`src/rtl/pi_spi_bridge.sv`:
```
// pi_spi_bridge: SPI mode-0 slave turning RPi frames into 17-bit bus writes/reads.
// Ports: clk, reset; spi_sclk/cs_n/mosi in, spi_miso out; pi_addr, pi_data_out,
//        pi_data_in, pi_write_strobe, pi_read_strobe, overrun (sticky error).
module pi_spi_bridge #(
  parameter int STROBE_CYCLES = 4,
  parameter int SYNC_STAGES   = 2
) (
  input  logic        clk,
  input  logic        reset,
  input  logic        spi_sclk,
  input  logic        spi_cs_n,
  input  logic        spi_mosi,
  output logic        spi_miso,
  output logic [16:0] pi_addr,
  output logic [7:0]  pi_data_out,
  input  logic [7:0]  pi_data_in,
  output logic        pi_write_strobe,
  output logic        pi_read_strobe,
  output logic        overrun
);

  localparam int CW = (STROBE_CYCLES > 1) ? $clog2(STROBE_CYCLES) : 1;
  localparam logic [CW-1:0] CNT_LOAD = CW'(STROBE_CYCLES - 1);

  typedef enum logic [2:0] {
    S_IDLE,
    S_CMD,
    S_IGNORE,
    S_ADDR_HI,
    S_ADDR_LO,
    S_DATA
  } state_t;

  logic [SYNC_STAGES-1:0] sclk_sync_q;
  logic [SYNC_STAGES-1:0] cs_sync_q;
  logic [SYNC_STAGES-1:0] mosi_sync_q;
  logic                   sclk_prev_q;
  logic                   cs_prev_q;

  state_t      state_q, state_d;
  logic [7:0]  rx_q, rx_d;
  logic [7:0]  tx_q, tx_d;
  logic [2:0]  bit_q, bit_d;
  logic        rd_frame_q, rd_frame_d;
  logic [16:0] addr_q, addr_d;
  logic [7:0]  dout_q, dout_d;
  logic        pend_wr_q, pend_wr_d;
  logic        pend_rd_q, pend_rd_d;
  logic        wr_stb_q, wr_stb_d;
  logic        rd_stb_q, rd_stb_d;
  logic [CW-1:0] cnt_q, cnt_d;
  logic        inc_q, inc_d;
  logic        ovr_q, ovr_d;

  logic       sclk_s, cs_s, mosi_s;
  logic       sclk_rise, sclk_fall, cs_fall;
  logic       busy;
  logic [7:0] rx_byte;

  assign sclk_s    = sclk_sync_q[SYNC_STAGES-1];
  assign cs_s      = cs_sync_q[SYNC_STAGES-1];
  assign mosi_s    = mosi_sync_q[SYNC_STAGES-1];
  assign sclk_rise = sclk_s & ~sclk_prev_q;
  assign sclk_fall = ~sclk_s & sclk_prev_q;
  assign cs_fall   = cs_prev_q & ~cs_s;
  assign rx_byte   = {rx_q[6:0], mosi_s};
  // Any access still in flight, up to and including its address step.
  assign busy = pend_wr_q | pend_rd_q | wr_stb_q | rd_stb_q | inc_q;

  always_ff @(posedge clk or posedge reset) begin
    if (reset) begin
      sclk_sync_q <= '0;
      cs_sync_q   <= '1;
      mosi_sync_q <= '0;
      sclk_prev_q <= 1'b0;
      cs_prev_q   <= 1'b1;
    end else begin
      sclk_sync_q <= {sclk_sync_q[SYNC_STAGES-2:0], spi_sclk};
      cs_sync_q   <= {cs_sync_q[SYNC_STAGES-2:0], spi_cs_n};
      mosi_sync_q <= {mosi_sync_q[SYNC_STAGES-2:0], spi_mosi};
      sclk_prev_q <= sclk_s;
      cs_prev_q   <= cs_s;
    end
  end

  always_ff @(posedge clk or posedge reset) begin
    if (reset) begin
      state_q    <= S_IDLE;
      rx_q       <= '0;
      tx_q       <= '0;
      bit_q      <= '0;
      rd_frame_q <= 1'b0;
      addr_q     <= '0;
      dout_q     <= '0;
      pend_wr_q  <= 1'b0;
      pend_rd_q  <= 1'b0;
      wr_stb_q   <= 1'b0;
      rd_stb_q   <= 1'b0;
      cnt_q      <= '0;
      inc_q      <= 1'b0;
      ovr_q      <= 1'b0;
    end else begin
      state_q    <= state_d;
      rx_q       <= rx_d;
      tx_q       <= tx_d;
      bit_q      <= bit_d;
      rd_frame_q <= rd_frame_d;
      addr_q     <= addr_d;
      dout_q     <= dout_d;
      pend_wr_q  <= pend_wr_d;
      pend_rd_q  <= pend_rd_d;
      wr_stb_q   <= wr_stb_d;
      rd_stb_q   <= rd_stb_d;
      cnt_q      <= cnt_d;
      inc_q      <= inc_d;
      ovr_q      <= ovr_d;
    end
  end

  always_comb begin
    state_d    = state_q;
    rx_d       = rx_q;
    tx_d       = tx_q;
    bit_d      = bit_q;
    rd_frame_d = rd_frame_q;
    addr_d     = addr_q;
    dout_d     = dout_q;
    pend_wr_d  = 1'b0;
    pend_rd_d  = 1'b0;
    wr_stb_d   = wr_stb_q;
    rd_stb_d   = rd_stb_q;
    cnt_d      = cnt_q;
    inc_d      = 1'b0;
    ovr_d      = ovr_q;

    // Strobe engine: one idle clk of setup, STROBE_CYCLES high,
    // then one clk of hold before the address steps.
    if (pend_wr_q) begin
      wr_stb_d = 1'b1;
      cnt_d    = CNT_LOAD;
    end else if (pend_rd_q) begin
      rd_stb_d = 1'b1;
      cnt_d    = CNT_LOAD;
    end else if (wr_stb_q || rd_stb_q) begin
      if (cnt_q == '0) begin
        wr_stb_d = 1'b0;
        rd_stb_d = 1'b0;
        inc_d    = 1'b1;
      end else begin
        cnt_d = cnt_q - 1'b1;
      end
    end
    if (inc_q) addr_d = addr_q + 17'd1;

    // The falling edge after a byte's 8th rise is skipped so a
    // late read load is not shifted away before the next byte.
    if (sclk_fall && !cs_s && bit_q != 3'd0)
      tx_d = {tx_q[6:0], 1'b0};
    if (rd_stb_q && cnt_q == '0)
      tx_d = pi_data_in;

    if (cs_s) begin
      state_d = S_IDLE;
      bit_d   = '0;
      rx_d    = '0;
    end else if (cs_fall) begin
      state_d = S_CMD;
      bit_d   = '0;
      rx_d    = '0;
      ovr_d   = 1'b0;
    end else if (sclk_rise && state_q != S_IDLE) begin
      rx_d  = rx_byte;
      bit_d = bit_q + 3'd1;
      if (bit_q == 3'd7) begin
        if (busy) begin
          ovr_d = 1'b1;
        end else begin
          unique case (state_q)
            S_CMD: begin
              if (rx_byte[7]) begin
                rd_frame_d = rx_byte[6];
                addr_d[16] = rx_byte[0];
                state_d    = S_ADDR_HI;
              end else begin
                state_d = S_IGNORE;
              end
            end
            S_ADDR_HI: begin
              addr_d[15:8] = rx_byte;
              state_d      = S_ADDR_LO;
            end
            S_ADDR_LO: begin
              addr_d[7:0] = rx_byte;
              state_d     = S_DATA;
              pend_rd_d   = rd_frame_q;
            end
            S_DATA: begin
              if (rd_frame_q) begin
                pend_rd_d = 1'b1;
              end else begin
                dout_d    = rx_byte;
                pend_wr_d = 1'b1;
              end
            end
            default: ;
          endcase
        end
      end
    end
  end

  assign spi_miso        = tx_q[7] & ~cs_s;
  assign pi_addr         = addr_q;
  assign pi_data_out     = dout_q;
  assign pi_write_strobe = wr_stb_q;
  assign pi_read_strobe  = rd_stb_q;
  assign overrun         = ovr_q;

endmodule

```
`config.mk`:
```
export PLATFORM = sky130hd
export DESIGN_NAME = pi_spi_bridge
export DESIGN_NICKNAME = d
export VERILOG_FILES = /design/src/rtl/pi_spi_bridge.sv
export SDC_FILE = /design/constraint.sdc
export NUM_CORES = 1
export LEC_CHECK = 0
export CORE_ASPECT_RATIO = 0.8
export CORE_MARGIN = 4
export CORE_UTILIZATION = 30
export CTS_CLUSTER_SIZE = 20
export DETAILED_ROUTE_END_ITERATION = 10
export GPL_ROUTABILITY_DRIVEN = 0
export HOLD_SLACK_MARGIN = 0.05
export PLACE_DENSITY = 0.5
export SKIP_CTS_REPAIR_TIMING = 1
export SLEW_MARGIN = 40
export SYNTH_ARGS = -nofsm -noshare
export SYNTH_HDL_FRONTEND = slang
export SYNTH_SLANG_ARGS = --single-unit
```
`constraint.sdc`:
```
create_clock -name clk -period 2.2 [get_ports clk]
set_input_delay 0.55 -clock clk [delete_from_list [all_inputs] [get_ports clk]]
set_output_delay 0.55 -clock clk [all_outputs]
set_load 0.01 [all_outputs]
```
=== Yosys cells after proc, flatten, opt, wreduce, memory -nomap -nowiden ===
Cells that the tools add are included.

* Reduce and logical (&&, ||, !) cells: 28
* Equality and inequality tests: 8
* Mux-type cells: 56
* Bitwise logic cells: 15
* Add/sub/neg operators: 3
* $mul: 0
* Divide/modulo/power cells: 0
* Magnitude comparators: 0
* Shift operators: 0

{| class="wikitable"
|+ Operators with widths
! kind !! count
|-
| $mux W17 || 6
|-
| $mux W8 || 4
|-
| $mux W1 || 29
|-
| $mux W3 || 8
|-
| $mux W7 || 3
|-
| $add A17 B1 Y17 const B || 1
|-
| $reduce_bool A2 Y1 || 8
|-
| $reduce_bool A3 Y1 || 5
|-
| $reduce_and A7 Y1 || 2
|-
| $eq A3 B3 Y1 const B || 3
|-
| $pmux W3 S3 || 1
|-
| $mux W2 || 4
|-
| $reduce_and A4 Y1 || 2
|-
| $not A1 Y1 || 7
|-
| $ne A3 B3 Y1 const B || 2
|-
| $reduce_and A3 Y1 || 2
|-
| $reduce_bool A5 Y1 || 1
|-
| $and A1 B1 Y1 || 4
|-
| $logic_and A1 B1 Y1 || 4
|-
| $or A1 B1 Y1 || 4
|-
| $add A3 B1 Y3 const B || 1
|-
| $eq A3 B1 Y1 const B || 1
|-
| $eq A3 B2 Y1 const B || 1
|-
| $logic_not A2 Y1 || 1
|-
| other kinds (6) || 6
|}

* Bits in registers: 63
* Output and inout bits: 29
* Memories: 0
* Bits in writable memories: 0
* Latch bits: 0
* Input bits: 13
* Bits in read-only memories: 0
* Word-level logic and storage cells: 129

=== Longest topological paths before layout ===
Gate-level depths: netlist of the first run.

* Word-level depth: 9
* Gate-level depth with buffers: 7
* Mapped depth without buffers: 6

=== Worst setup path before layout of the first run ===
Ideal clock, no wire load.

* Kind: reg2reg
* Start: register cs_sync_q[1]
* End: register addr_q[10] (netlist: pi_addr[10])
* Required time: 2.075 ns
* Slack: 0.285 ns
* Data arrival time: 1.790 ns
* Buffers on the path: 2
* Library setup time: 0.125 ns
* Clock period less this slack: 1.915 ns
* Stages on the path, launching flop included: 7
* Path through: dfstp_2 or2_1 clkbuf_2 or3_1 or3_1 buf_6 mux2_4

* Cells in the longest elaborated chain, start to end: 4

{| class="wikitable"
|+ Ends and longest elaborated chain
! item !! RTL line !! source
|-
| start, declared || 35 || <nowiki>logic [SYNC_STAGES-1:0] cs_sync_q;</nowiki>
|-
| start signal, assigned || 79 || <nowiki>cs_sync_q <= {cs_sync_q[SYNC_STAGES-2:0], spi_cs_n};</nowiki>
|-
| $not A1 Y1 (no line) || n/a ||
|-
| $and A1 B1 Y1 || 65 || <nowiki>assign cs_fall = cs_prev_q & ~cs_s;</nowiki>
|-
| $mux W17 || 166 || <nowiki>end else if (cs_fall) begin</nowiki>
|-
| $mux W17 * || 162 || <nowiki>if (cs_s) begin</nowiki>
|-
| via addr_d[10] || 45 || <nowiki>logic [16:0] addr_q, addr_d;</nowiki>
|-
| end signal, assigned || 108 || <nowiki>addr_q <= addr_d;</nowiki>
|-
| end, declared || 45 ||
|}

The timed path passes the listed nets; every way through them passes the cells marked *.
A chain may end at the register's enable or synchronous reset.

=== Worst setup path after layout of the first run ===
* Start: register cs_sync_q[1]
* End: register addr_q[12] (netlist: pi_addr[12])

Same word-level chain as after synthesis.

==> flow_metrics.tcl, run 1 <==
set metrics [dict create \
    status "finished, final reports clean" \
    nNetsFinal 331 \
    numPortBuffers 41 \
    grt_max_degree 36 \
    cp_slowest_stage_delay_ns 0.53 \
    detail_route.iter0.violations 60 \
    power.static_leakage_nw 1.77 \
    hpwlAfterDp_um 4510 \
    antenna-diode-count 0 \
    yosys.cell_count.top_type "dfrtp_1" \
    slew_violations 0 \
    slew_headroom_pct 63.7 \
    final_worst_path_cycle_share_pct 92.2 \
    postSynth.topFlopCell "dfrtp_1" \
    grt.total_usage_pct 11.3 \
    crit_chain "or2_1 > or3_1 > or3_1 > mux2_4" \
    max-vdd-ir-drop_v 0.000391 \
    cpMostUsedCell "or3_1" \
    drtAntennaViolNets 0 \
    floorplan.io_pins 42 \
    grt_remaining_overflow 0 \
    detail_route.wl_per_cell_um 14.2 \
    worst-endpoint-required_ns 2.40 \
    hold_path.class "reg2reg" \
    maximum_clock_path_buffer_count 2 \
    timing.fmax_mhz 493 \
    cell_count_after_synthesis 258 \
    fin_crit_ns 2.03 \
    remaining_routing_drc_violations 0 \
    max_stage_delay_cell_worst_path "or3_1" \
    die_h_um 96.6 \
    insertion_delay_ns 0.33 \
    post-place-ws_ns 0.173 \
    synth.net_count 276 \
    route.vias.total 2089 \
    grt_setup_unrepaired "false" \
    number_of_vias_per_cell_after_detailed_routing 4.78 \
    first_global_vias 2045 \
    clock_tree_from_tritoncts "done" \
    grt_antenna_before_repair 0 \
    effective_utilization_at_floorplan_pct 30.7 \
    clk_transition_reported_paths_ns 0.06 \
    tritoncts_buffers 9 \
    clock-skew-final_ns 0.0101 \
    tightest_slew_ns 0.544 \
    h-tree-depth 3 \
    share_of_layout_cells_above_drive_strength_1_pct 18.6 \
    synth-edff-count 0 \
    async_flop_share_pct 100 \
    synth.cells.most_frequent "dfrtp_1 (60), nor2_1 (18), mux2_2 (17)" \
    synth_cell_type_count 39 \
    synth.top_cell.area_share_pct 51.0 \
    synth.largest_area_cell "dfrtp_1" \
    startpoint_type "register" \
    syn_to_final_growth_pct 31.6 \
    die-width_um 119 \
    timing.final.hold_violations 0 \
    setup-violations-final 0 \
    power_density_mw_per_mm2 693 \
    synth_area_leaders "dfrtp_1 (51%), mux2_2 (6.5%), mux2i_1 (5.1%)" \
    synth_area_per_cell_um2 11.4 \
    post_synth_instance_area_mm2 0.00295 \
    dieArea_mm2 0.0115 \
    setup.worst_path.class "reg2reg" \
    core.rowCount 32 \
    setup_total_negative_slack_ns 0 \
    ys_seq_elements 63 \
    postLayoutSetupSlackWorst_ns 0.171 \
    first_pass_iters 4 \
    drv.max_cap_violation_count 0 \
    clockRootBuffer "clkbuf_16" \
    critical_path_peak_fanout 8 \
    crit_path_capture_type "register" \
    timing.critical_path.arrival_ns 2.23 \
    clkSinkCount 63 \
    first_pass_grt_wire_length_um 10500 \
    placeable_area_mm2 0.00961 \
    ys_warn_count 0 \
    routed_wl_um 6200 \
    seq_area_frac_synth_pct 53.6 \
]
[final timing paths]
kind	start	end	slack [ns]	depth (start not counted)
max	cs_sync_q[1]	pi_addr[12]	0.17	4
min	mosi_sync_q[0]	mosi_sync_q[1]	0.35	0
max reg2reg	cs_sync_q[1]	pi_addr[12]	0.17	4
min reg2reg	mosi_sync_q[0]	mosi_sync_q[1]	0.35	0
max in group asynchronous	reset	cs_prev_q	1.34	3
min in group asynchronous	reset	mosi_sync_q[1]	0.59	3
[where the power goes]
group | switching (mW) | internal, mW
Sequential | 0.00947 | 1.17
Combinational | 0.0418 | 0.0386
Clock | 0.539 | 0.887
[layout by cell type (no fill, tap or decap), types with 9 or more instances in the layout]
cell type        count
dfrtp_1             60
clkdlybuf4s50_1     41
nor2_1              18
mux2_2              17
mux2i_1             15
nand2_1             15
o21ai_0             15
inv_1               14
xor2_1               9
clkbuf_16            9
buf_4                9
[layer usage]
| metal | GRT usage [%] | vias up | wire length [um] |
|---|---|---|---|
| met4 | 3.21 | 0 | 72 |
| met3 | 3.62 | 7 | 186 |
| li1 | - | 1018 | - |
| met5 | 0 | - | 0 |
| met1 | 16.5 | 1032 | 3240 |
| met2 | 16.2 | 32 | 2700 |
[critical path, delay by kind of cell (launching register included)]
family        cells  cell delay [ns]
mux               1             0.37
simple gates      3             1.15
flops             1             0.39
[metrics by stage]
stage | cells | cell area, um^2 | hold WS, ns | util, % | total power [mW]
finish | 437 | 3880 | 0.349 | 40.4 | 2.69
global route | 437 | 3880 | 0.353 | 40.4 | 2.79
CTS | 437 | 3880 | 0.351 | 40.4 | 2.74
detailed placement | 421 | 3570 | 0.336 | 37.2 | 1.29
global placement | 421 | 3570 | 0.331 | 37.2 | 1.29
floorplan | 258 | 2950 | 0.331 | - | 1.24
[registers in the layout, summed over array words and instances, names as in the netlist, 3 cells and up]
| name | count |
|---|---|
| pi_addr | 17 |
| pi_data_out | 8 |
| tx_q | 8 |
| rx_q | 7 |
| bit_q | 3 |
| state_q | 3 |
[area by class of cell]
cell class,instances,area [um^2]
clock inverter,7,81.3
tap,119,149
clock buffer,9,225
multi-input combinational,172,1270
inverter,15,56.3
sequential,63,1580
fill,960,5730
timing repair buffer,52,518
[kinds of logic (layout without fill, tap and decap cells)]
family	after synthesis	count (layout)	share of synthesized area, %
muxes	40	40	15.5
and+or+nand+nor	84	84	15.6
DFF	63	63	53.6
buffers and inverters	23	83	3.31
adders and majority gates	5	5	2.12
xor gates and xnor gates	15	15	4.46
AOI/OAI and AO/OA	28	28	5.31
No activity file was read; power rests on OpenSTA's default activity.
==> run 2, diff against run 1 <==
--- a/config.mk
+++ b/config.mk
@@ -6,11 +6,11 @@
 export NUM_CORES = 1
 export LEC_CHECK = 0
 export CORE_ASPECT_RATIO = 0.8
-export CORE_MARGIN = 4
 export CORE_UTILIZATION = 30
 export CTS_CLUSTER_SIZE = 20
 export DETAILED_ROUTE_END_ITERATION = 10
 export GPL_ROUTABILITY_DRIVEN = 0
+export GPL_TIMING_DRIVEN = 0
 export HOLD_SLACK_MARGIN = 0.05
 export PLACE_DENSITY = 0.5
 export SKIP_CTS_REPAIR_TIMING = 1
==> flow_metrics.tcl, run 2 (synthesis results as in run 1) <==
set metrics [dict create \
    number_of_vias_per_cell_after_detailed_routing 4.77 \
    cpMostUsedCell "or3_1" \
    route.vias.total 2055 \
    die-width_um 113 \
    setup-violations-final 0 \
    setup.worst_path.class "reg2reg" \
    nNetsFinal 329 \
    max-vdd-ir-drop_v 0.000335 \
    whs_endpoint "sclk_sync_q[1]" \
    timing.critical_path.arrival_ns 2.24 \
    timing.fmax_mhz 492 \
    startpoint_type "register" \
    postPlaceCellArea_mm2 0.00352 \
    number_of_placed_instances_taps_included 415 \
    numPortBuffers 41 \
    post-place-ws_ns 0.128 \
    worst_hold_path.num_cells 0 \
    clock_tree_from_tritoncts "done" \
    routed_wl_um 5970 \
    maximum_clock_path_buffer_count 2 \
    drv.max_cap_violation_count 0 \
    final_worst_path_cycle_share_pct 92.4 \
    number_of_flip_flops_under_the_largest_register_name 17 \
    power_density_mw_per_mm2 725 \
    grt_remaining_overflow 0 \
    remaining_routing_drc_violations 0 \
    crit_chain "or2_1 > clkbuf_2 > or3_1 > or3_1 > buf_6 > mux2_4" \
    postLayoutSetupSlackWorst_ns 0.168 \
    crit_path_capture_type "register" \
    reg2reg_from "cs_sync_q[1]" \
    clk_transition_reported_paths_ns 0.06 \
    hold_path.class "reg2reg" \
    clkSinkCount 63 \
    ff2ff_path_depth 6 \
    hpwlAfterDp_um 4210 \
    clockRootBuffer "clkbuf_16" \
    hold_path.startpoint "sclk_sync_q[0]" \
    core.rowCount 31 \
    critical_path.reg2reg.endpoint "pi_addr[9]" \
    effective_utilization_at_floorplan_pct 31.7 \
    first_pass_iters 4 \
    syn_to_final_growth_pct 31.5 \
    final-instance-count-excl-fill 431 \
    grt_setup_unrepaired "false" \
    timing.final.hold_violations 0 \
    die_h_um 90.6 \
    drtAntennaViolNets 0 \
    totalPowerFinal_mw 2.81 \
    insertion_delay_ns 0.33 \
    antenna-diode-count 0 \
    slew_violations 0 \
    worst-endpoint-required_ns 2.41 \
    tritoncts_buffers 9 \
    setup_total_negative_slack_ns 0 \
    grt_max_degree 39 \
    share_of_layout_cells_above_drive_strength_1_pct 17.1 \
    grt_antenna_before_repair 0 \
    first_global_vias 2095 \
    first_pass_grt_wire_length_um 10500 \
    fin_crit_ns 2.03 \
    detail_route.wl_per_cell_um 13.8 \
    status "finished, final reports clean" \
    critical_path_peak_fanout 8 \
    detail_route.iter0.violations 92 \
    dieArea_mm2 0.0102 \
    post-route-cell-area_mm2 0.00387 \
    h-tree-depth 3 \
    grt.total_usage_pct 13.4 \
    max_stage_delay_cell_worst_path "dfstp_2" \
    final_common_cell "dfrtp_1" \
    floorplan.io_pins 42 \
    final_cell_mix "dfrtp_1 (60), clkdlybuf4s50_1 (41), nor2_1 (18)" \
    setup.reg_to_reg.worst_slack_ns 0.17 \
    placeable_area_mm2 0.00931 \
    tightest_slew_ns 0.497 \
    clock-skew-final_ns 0.00845 \
    cp_slowest_stage_delay_ns 0.39 \
    slew_headroom_pct 66.8 \
    power.static_leakage_nw 1.76 \
]
run 2: cell type report:
| class | instances | area, um^2 |
|---|---|---|
| Fill cell | 896 | 5430 |
| Sequential cell | 63 | 1580 |
| Multi-Input combinational cell | 172 | 1290 |
| Timing Repair Buffer | 42 | 430 |
| Clock buffer | 9 | 225 |
| Tap cell | 115 | 144 |
| Clock inverter | 7 | 104 |
| Inverter | 15 | 58.8 |
| Buffer | 8 | 41.3 |
run 2: routing by layer:
layer / up-vias / GRT usage, % / wire (um)
met2: 30 / 19.4 / 2610
met5: - / 0 / 0
met1: 990 / 18.8 / 3080
met3: 10 / 3.56 / 172
li1: 1025 / - / -
met4: 0 / 5.33 / 98
run 2: worst max-delay path by stage:
stage,from,end
final,cs_sync_q[1],pi_addr[9]
after global routing,pend_wr_q,pi_addr[13]
after global placement,reset,pi_addr[11]
after floorplan,reset,bit_q[0]
after detailed placement,pi_read_strobe,pi_data_out[3]
after CTS,pi_write_strobe,pi_data_out[5]
run 2: worst max-delay path, delay by kind of cell, from the launching register on:
kind | cells | cell delay [ns]
buffers and inverters | 2 | 0.31
and+or+nand+nor | 3 | 0.90
muxes | 1 | 0.29
DFF | 1 | 0.39
run 2: where the power goes:
part	internal, mW	switching [mW]
clock network	1.00	0.546
logic	0.0351	0.0414
registers	1.17	0.0104
run 2: per-stage QoR:
stage | utilization, % | hold slack (ns)
floorplan | - | 0.331
global placement | 37.6 | 0.333
detailed placement | 37.8 | 0.335
CTS | 41.4 | 0.348
global route | 41.6 | 0.358
finish | 41.6 | 0.347
